### src/rtl/vc32_write_buffer.sv
// Posted-write buffer between the vc32 CPU memory port and the pin bus sequencer.
// CPU writes are acked from a small FIFO; reads bypass queued writes unless they hit a queued word.
//
// state  | meaning
// -------+--------------------------------------------------------------
// IDLE   | choose next sequencer op: forced drain, read, or drain
// RD     | read outstanding on m_rreq, waiting for m_rdone
// RDONE  | c_rdone pulse; held CPU rreq is ignored here
// WR     | FIFO head presented on m_w*, waiting for m_wdone
module vc32_write_buffer #(
    parameter int PA    = 18,
    parameter int DEPTH = 2
) (
    input  logic          clk,
    input  logic          r_reset,
    input  logic [PA-1:1] c_raddr,
    input  logic [1:0]    c_rreq,
    output logic [15:0]   c_rdata,
    output logic          c_rdone,
    input  logic [PA-1:1] c_waddr,
    input  logic [1:0]    c_wmask,
    input  logic [15:0]   c_wdata,
    output logic          c_wdone,
    output logic [PA-1:1] m_raddr,
    output logic [1:0]    m_rreq,
    input  logic [15:0]   m_rdata,
    input  logic          m_rdone,
    output logic [PA-1:1] m_waddr,
    output logic [1:0]    m_wmask,
    output logic [15:0]   m_wdata,
    input  logic          m_wdone,
    output logic          wb_empty,
    output logic          wb_full
);

    localparam int PW = (DEPTH > 1) ? $clog2(DEPTH) : 1;
    localparam int CW = $clog2(DEPTH + 1);
    localparam logic [CW-1:0] DEPTH_C = CW'(DEPTH);
    localparam logic [PW-1:0] LAST_C  = PW'(DEPTH - 1);

    typedef enum logic [1:0] {
        S_IDLE  = 2'd0,
        S_RD    = 2'd1,
        S_RDONE = 2'd2,
        S_WR    = 2'd3
    } state_t;

    state_t state, state_next;

    logic [PA-1:1]    fifo_addr [DEPTH];
    logic [1:0]       fifo_mask [DEPTH];
    logic [15:0]      fifo_data [DEPTH];
    logic [DEPTH-1:0] fifo_valid;
    logic [PW-1:0]    wr_ptr, rd_ptr;
    logic [CW-1:0]    count, count_next;

    logic capture, retire, hazard, rd_ok;

    logic [15:0]   c_rdata_d;
    logic          c_rdone_d;
    logic [PA-1:1] m_raddr_d;
    logic [1:0]    m_rreq_d;
    logic [PA-1:1] m_waddr_d;
    logic [1:0]    m_wmask_d;
    logic [15:0]   m_wdata_d;

    function automatic logic [PW-1:0] ptr_inc(input logic [PW-1:0] p);
        if (p == LAST_C)
            return '0;
        else
            return p + PW'(1);
    endfunction

    // c_wdone gating keeps a request that is still held during its ack from being taken twice
    assign capture = (c_wmask != 2'b00) && !wb_full && !c_wdone;
    assign retire  = (state == S_WR) && m_wdone;

    always_comb begin
        count_next = count;
        case ({capture, retire})
            2'b10:   count_next = count + CW'(1);
            2'b01:   count_next = count - CW'(1);
            default: count_next = count;
        endcase
    end

    always_ff @(posedge clk) begin
        if (r_reset) begin
            fifo_valid <= '0;
            wr_ptr     <= '0;
            rd_ptr     <= '0;
            count      <= '0;
            wb_empty   <= 1'b1;
            wb_full    <= 1'b0;
            c_wdone    <= 1'b0;
        end else begin
            c_wdone <= capture;
            if (retire) begin
                fifo_valid[rd_ptr] <= 1'b0;
                rd_ptr             <= ptr_inc(rd_ptr);
            end
            if (capture) begin
                fifo_valid[wr_ptr] <= 1'b1;
                wr_ptr             <= ptr_inc(wr_ptr);
            end
            count    <= count_next;
            wb_empty <= (count_next == '0);
            wb_full  <= (count_next == DEPTH_C);
        end
    end

    always_ff @(posedge clk) begin
        if (capture) begin
            fifo_addr[wr_ptr] <= c_waddr;
            fifo_mask[wr_ptr] <= c_wmask;
            fifo_data[wr_ptr] <= c_wdata;
        end
    end

    // Full word-address match regardless of byte mask; no forwarding, so a hit just waits for drain
    always_comb begin
        hazard = 1'b0;
        for (int i = 0; i < DEPTH; i++) begin
            if (fifo_valid[i] && (fifo_addr[i] == c_raddr))
                hazard = 1'b1;
        end
    end

    assign rd_ok = (c_rreq != 2'b00) && !hazard;

    always_ff @(posedge clk) begin
        if (r_reset)
            state <= S_IDLE;
        else
            state <= state_next;
    end

    always_comb begin
        state_next = state;
        case (state)
            S_IDLE: begin
                if (wb_full && !wb_empty)
                    state_next = S_WR;
                else if (rd_ok)
                    state_next = S_RD;
                else if (!wb_empty)
                    state_next = S_WR;
            end
            S_RD:    if (m_rdone) state_next = S_RDONE;
            S_RDONE: state_next = S_IDLE;
            S_WR:    if (m_wdone) state_next = S_IDLE;
            default: state_next = S_IDLE;
        endcase
    end

    // Next values for the registered bus outputs; issuing only from IDLE gives the post-done gap
    always_comb begin
        c_rdata_d = c_rdata;
        c_rdone_d = 1'b0;
        m_raddr_d = m_raddr;
        m_rreq_d  = m_rreq;
        m_waddr_d = m_waddr;
        m_wmask_d = m_wmask;
        m_wdata_d = m_wdata;
        case (state)
            S_IDLE: begin
                if (state_next == S_RD) begin
                    m_rreq_d  = c_rreq;
                    m_raddr_d = c_raddr;
                end else if (state_next == S_WR) begin
                    m_waddr_d = fifo_addr[rd_ptr];
                    m_wmask_d = fifo_mask[rd_ptr];
                    m_wdata_d = fifo_data[rd_ptr];
                end
            end
            S_RD: begin
                if (m_rdone) begin
                    c_rdata_d = m_rdata;
                    c_rdone_d = 1'b1;
                    m_rreq_d  = 2'b00;
                end
            end
            S_WR: begin
                if (m_wdone)
                    m_wmask_d = 2'b00;
            end
            default: begin
                c_rdone_d = 1'b0;
            end
        endcase
    end

    always_ff @(posedge clk) begin
        if (r_reset) begin
            c_rdata <= '0;
            c_rdone <= 1'b0;
            m_raddr <= '0;
            m_rreq  <= 2'b00;
            m_waddr <= '0;
            m_wmask <= 2'b00;
            m_wdata <= '0;
        end else begin
            c_rdata <= c_rdata_d;
            c_rdone <= c_rdone_d;
            m_raddr <= m_raddr_d;
            m_rreq  <= m_rreq_d;
            m_waddr <= m_waddr_d;
            m_wmask <= m_wmask_d;
            m_wdata <= m_wdata_d;
        end
    end

endmodule

### config.mk
export PLATFORM = sky130hd
export DESIGN_NAME = vc32_write_buffer
export DESIGN_NICKNAME = d
export VERILOG_FILES = /design/src/rtl/vc32_write_buffer.sv
export SDC_FILE = /design/constraint.sdc
export NUM_CORES = 1
export LEC_CHECK = 0
export ABC_AREA = 0
export CAP_MARGIN = 25
export CORE_MARGIN = 5
export CORE_UTILIZATION = 35
export DETAILED_ROUTE_END_ITERATION = 10
export DONT_BUFFER_PORTS = 1
export PLACE_DENSITY = 0.55
export SLEW_MARGIN = 20
export SYNTH_ARGS = -nofsm -noshare
export SYNTH_HDL_FRONTEND = slang
export SYNTH_SLANG_ARGS = --single-unit
### constraint.sdc
create_clock -name clk -period 3 [get_ports clk]
set_clock_uncertainty 0.15 [all_clocks]
set_input_delay 0.6 -clock clk [delete_from_list [all_inputs] [get_ports clk]]
set_output_delay 0.6 -clock clk [all_outputs]
set_load 0.02 [all_outputs]
==> results.toml <==
[synth]
synthesis.yosys.warnings = 0
syn_nets = 688
synth_most_common_cell = "sky130_fd_sc_hd__dfxtp_1"
post_synth_inst_count = 613
synthesis.area_sq_um = 6550
synth_top_area_share_pct = 32.1
synth_seq_cells = 153
post_synth.cell_area_avg_sq_um = 10.7
synthDistinctLibCells = 38
yosysSeqAreaShare_pct = 57.5
synthTopCellsByCount = "sky130_fd_sc_hd__dfxtp_1 (83), sky130_fd_sc_hd__nand2_1 (74), sky130_fd_sc_hd__edfxtp_1 (70)"
synthDominantAreaCellType = "sky130_fd_sc_hd__edfxtp_1"
synth-main-ff-cell = "sky130_fd_sc_hd__dfxtp_1"
async_flop_share_pct = 0
count_of_flip_flops_with_a_built_in_enable_after_synthesis = 70
netlist_top_cells_area = "sky130_fd_sc_hd__edfxtp_1 (32%), sky130_fd_sc_hd__dfxtp_1 (25%), sky130_fd_sc_hd__mux2i_1 (8.3%)"

[power_and_ir_drop]
max-vdd-ir-drop_uv = 387
pwr_density_nw_per_um2 = 838
power.static_leakage_nw = 2.41

[detailed_routing]
dr.pass1.iters = 4
first_iter_violations = 302
totalWireLength_um = 17600
drtAntennaViolNets = 0
wl_per_cell_um = 20.9
routed_length_on_met2_um = 8710
vias_per_cell = 5.53
wirelength_met1_um = 6730
detailed_routed_wire_length_on_met3_um = 1860
top_signal_layer_used = "met4"
vias = 4670
drc = 0

[run_status]
outcome = "finished clean"

[place]
port_buffers = 0
hpwlAfterDp_um = 12200
gpl.final_weighted_congestion = 0.779
pre_cts_ws_ps = 153

[cts]
clock_latency_ps = 420
clock_tree.buffer_depth = 2
postCtsHoldBufs = 0
ctsHtreeMaxLevel = 4
ctsResizeCount = 0
cts_made_buffers = 17
cts_clock_pin_slew_for_the_worst_setup_and_hold_paths_ps = 60
clock_sinks = 153
root_buffer = "sky130_fd_sc_hd__clkbuf_16"
cts_setup_buffers = 0
clock_tree_from_tritoncts = "built"

[flow_run]
cap_violations = 0

[worst_setup_path]
crit_path_start_kind = "register"
cp_data_arrival_time_ps = 2570
timing.critical_path.required_ps = 3160
crit_type = "register to register"
cp_max_fo = 34
worst_setup_path_end_kind = "register"

[floorplan]
die_area_sq_um = 21500
dieWidth_um = 147
design.core.area_sq_um = 18600
die_h_um = 147
design.portCount = 148
fp_rows = 50
start_util_pct = 35.2

[global_route]
grt_pass1_wl_um = 26900
antenna_found_initial = 0
grt_pass1_vias = 4650
globalRoute.totalOverflow = 0
grt_usage_pct = 16.3
grt_max_degree = 68

[timing]
finalSetupViolCount = 0
hold_violations = 0
timing.final.max_slew_violations = 0
period_share_pct = 80.5
setup_tns_ps = 0
clock_period_minus_worst_slack_ps = 2410
max_slew.worst_pin.slew_ps = 704
fmaxAchievable_mhz = 414
slew_headroom_pct = 53.0
setup_slack_of_the_critical_path_after_layout_ps = 586
grt_setup_unrepaired = "false"

[final_layout]
layout.nets = 672
num_antenna_cells = 0
flow.area_growth_from_synthesis_pct = 13.1
drive_above_1_share_pct = 9.02

[hold_path]
hold_class = "input port to register"
[layout make-up]
class / instances / area (sq um)
multi-input combinational: 408 / 2590
tap: 234 / 293
fill: 1753 / 11200
sequential: 153 / 3770
inverter: 3 / 11.3
clock inverter: 5 / 26.3
clock buffer: 27 / 568
timing repair buffer: 14 / 150
[cell families (layout without fill, tap and decap cells)]
| kind of cell | count (synthesis) | after routing | share of synthesized area [%] |
|---|---|---|---|
| multiplexers | 56 | 56 | 8.60 |
| flip-flops | 153 | 153 | 57.5 |
| AND/OR/NAND/NOR | 183 | 183 | 13.1 |
| adder cells (fa/ha/maj) | 1 | 1 | 0.191 |
| XOR/XNOR | 37 | 37 | 4.95 |
| AO/OA/AOI/OAI | 131 | 131 | 12.2 |
| buffers and inverters | 52 | 49 | 3.44 |
[flip-flops by register name, indices dropped and copies added (netlist names), 2 cells and up, named ones only]
| name | count |
|---|---|
| fifo_addr | 34 |
| state | 2 |
| c_rdata | 16 |
| count | 2 |
| fifo_mask | 4 |
| m_rreq | 2 |
| m_wdata | 16 |
| m_wmask | 2 |
| fifo_valid | 2 |
| fifo_data | 32 |
| m_raddr | 17 |
| m_waddr | 17 |
[through the flow]
step / total power [mW] / hold WS (ps) / std cells / area, sq um / utilization, %
after floorplan: 3.82 / 322 / 613 / 6550 / -
after global placement: 4.10 / 331 / 811 / 6800 / 36.6
after detailed placement: 4.15 / 347 / 811 / 6800 / 36.6
after CTS: 6.27 / 79.0 / 843 / 7390 / 39.8
after global routing: 6.52 / 74.6 / 844 / 7410 / 39.9
final: 6.21 / 101 / 844 / 7410 / 39.9
[routing by layer]
metal / vias up / global-route usage [%]
li1: 2220 / -
met1: 2248 / 18.4
met2: 183 / 27.1
met3: 19 / 7.25
met4: 0 / 5.97
met5: - / 0
[cells in the final DEF, fill, tap and decap left out, types with 2 or more instances in the layout]
master | synthesis | layout
sky130_fd_sc_hd__o21ai_0 | 17 | 17
sky130_fd_sc_hd__clkbuf_8 | 0 | 2
sky130_fd_sc_hd__a21oi_1 | 23 | 23
sky130_fd_sc_hd__nand2_1 | 74 | 74
sky130_fd_sc_hd__buf_4 | 0 | 10
sky130_fd_sc_hd__a22oi_1 | 33 | 33
sky130_fd_sc_hd__nand2b_1 | 2 | 2
sky130_fd_sc_hd__a31oi_1 | 33 | 33
sky130_fd_sc_hd__o21ai_1 | 20 | 20
sky130_fd_sc_hd__clkinv_2 | 0 | 4
sky130_fd_sc_hd__nand3_1 | 3 | 3
sky130_fd_sc_hd__clkbuf_16 | 0 | 21
sky130_fd_sc_hd__nor4_1 | 8 | 8
sky130_fd_sc_hd__inv_1 | 2 | 2
sky130_fd_sc_hd__mux2i_1 | 54 | 54
sky130_fd_sc_hd__xnor2_1 | 16 | 16
sky130_fd_sc_hd__buf_12 | 1 | 3
sky130_fd_sc_hd__mux2_2 | 2 | 2
sky130_fd_sc_hd__nor3_1 | 2 | 2
sky130_fd_sc_hd__dfxtp_2 | 0 | 2
sky130_fd_sc_hd__and3_1 | 2 | 2
sky130_fd_sc_hd__clkbuf_1 | 37 | 4
sky130_fd_sc_hd__dfxtp_1 | 83 | 81
sky130_fd_sc_hd__nor2b_1 | 2 | 2
sky130_fd_sc_hd__nor2_1 | 45 | 44
sky130_fd_sc_hd__nand4_1 | 37 | 37
sky130_fd_sc_hd__and2_1 | 3 | 2
sky130_fd_sc_hd__xor2_1 | 21 | 21
sky130_fd_sc_hd__edfxtp_1 | 70 | 70
[path summary, 6_finish.rpt]
kind | from | to | slack [ps] | cells past startpoint
hold reg to reg | count[1]$_SDFF_PP0_ | count[1]$_SDFF_PP0_ | 350 | 2
hold / removal | r_reset | m_wdata[5]$_SDFFE_PP0P_ | 100 | 1
setup / recovery | fifo_addr[1][16]$_DFFE_PP_ | state[0]$_SDFF_PP0_ | 590 | 7
setup reg to reg | fifo_addr[1][16]$_DFFE_PP_ | state[0]$_SDFF_PP0_ | 590 | 7
[critical path, cell delays in order, from the launching register on]
cell                       delay, ps
sky130_fd_sc_hd__edfxtp_1        410
sky130_fd_sc_hd__xnor2_1         250
sky130_fd_sc_hd__nand4_1         130
sky130_fd_sc_hd__nor3_1          300
sky130_fd_sc_hd__a41o_2          290
sky130_fd_sc_hd__buf_4           380
sky130_fd_sc_hd__o21ai_0         160
sky130_fd_sc_hd__a32o_1          230
[where the power goes]
part	internal (mW)	total, mW	switching (mW)
Clock	1.30	2.10	0.804
Sequential	2.57	3.06	0.484
Combinational	0.396	1.05	0.651
Total	4.27	6.21	1.94
Note: power is estimated with default switching activity, not from simulation.
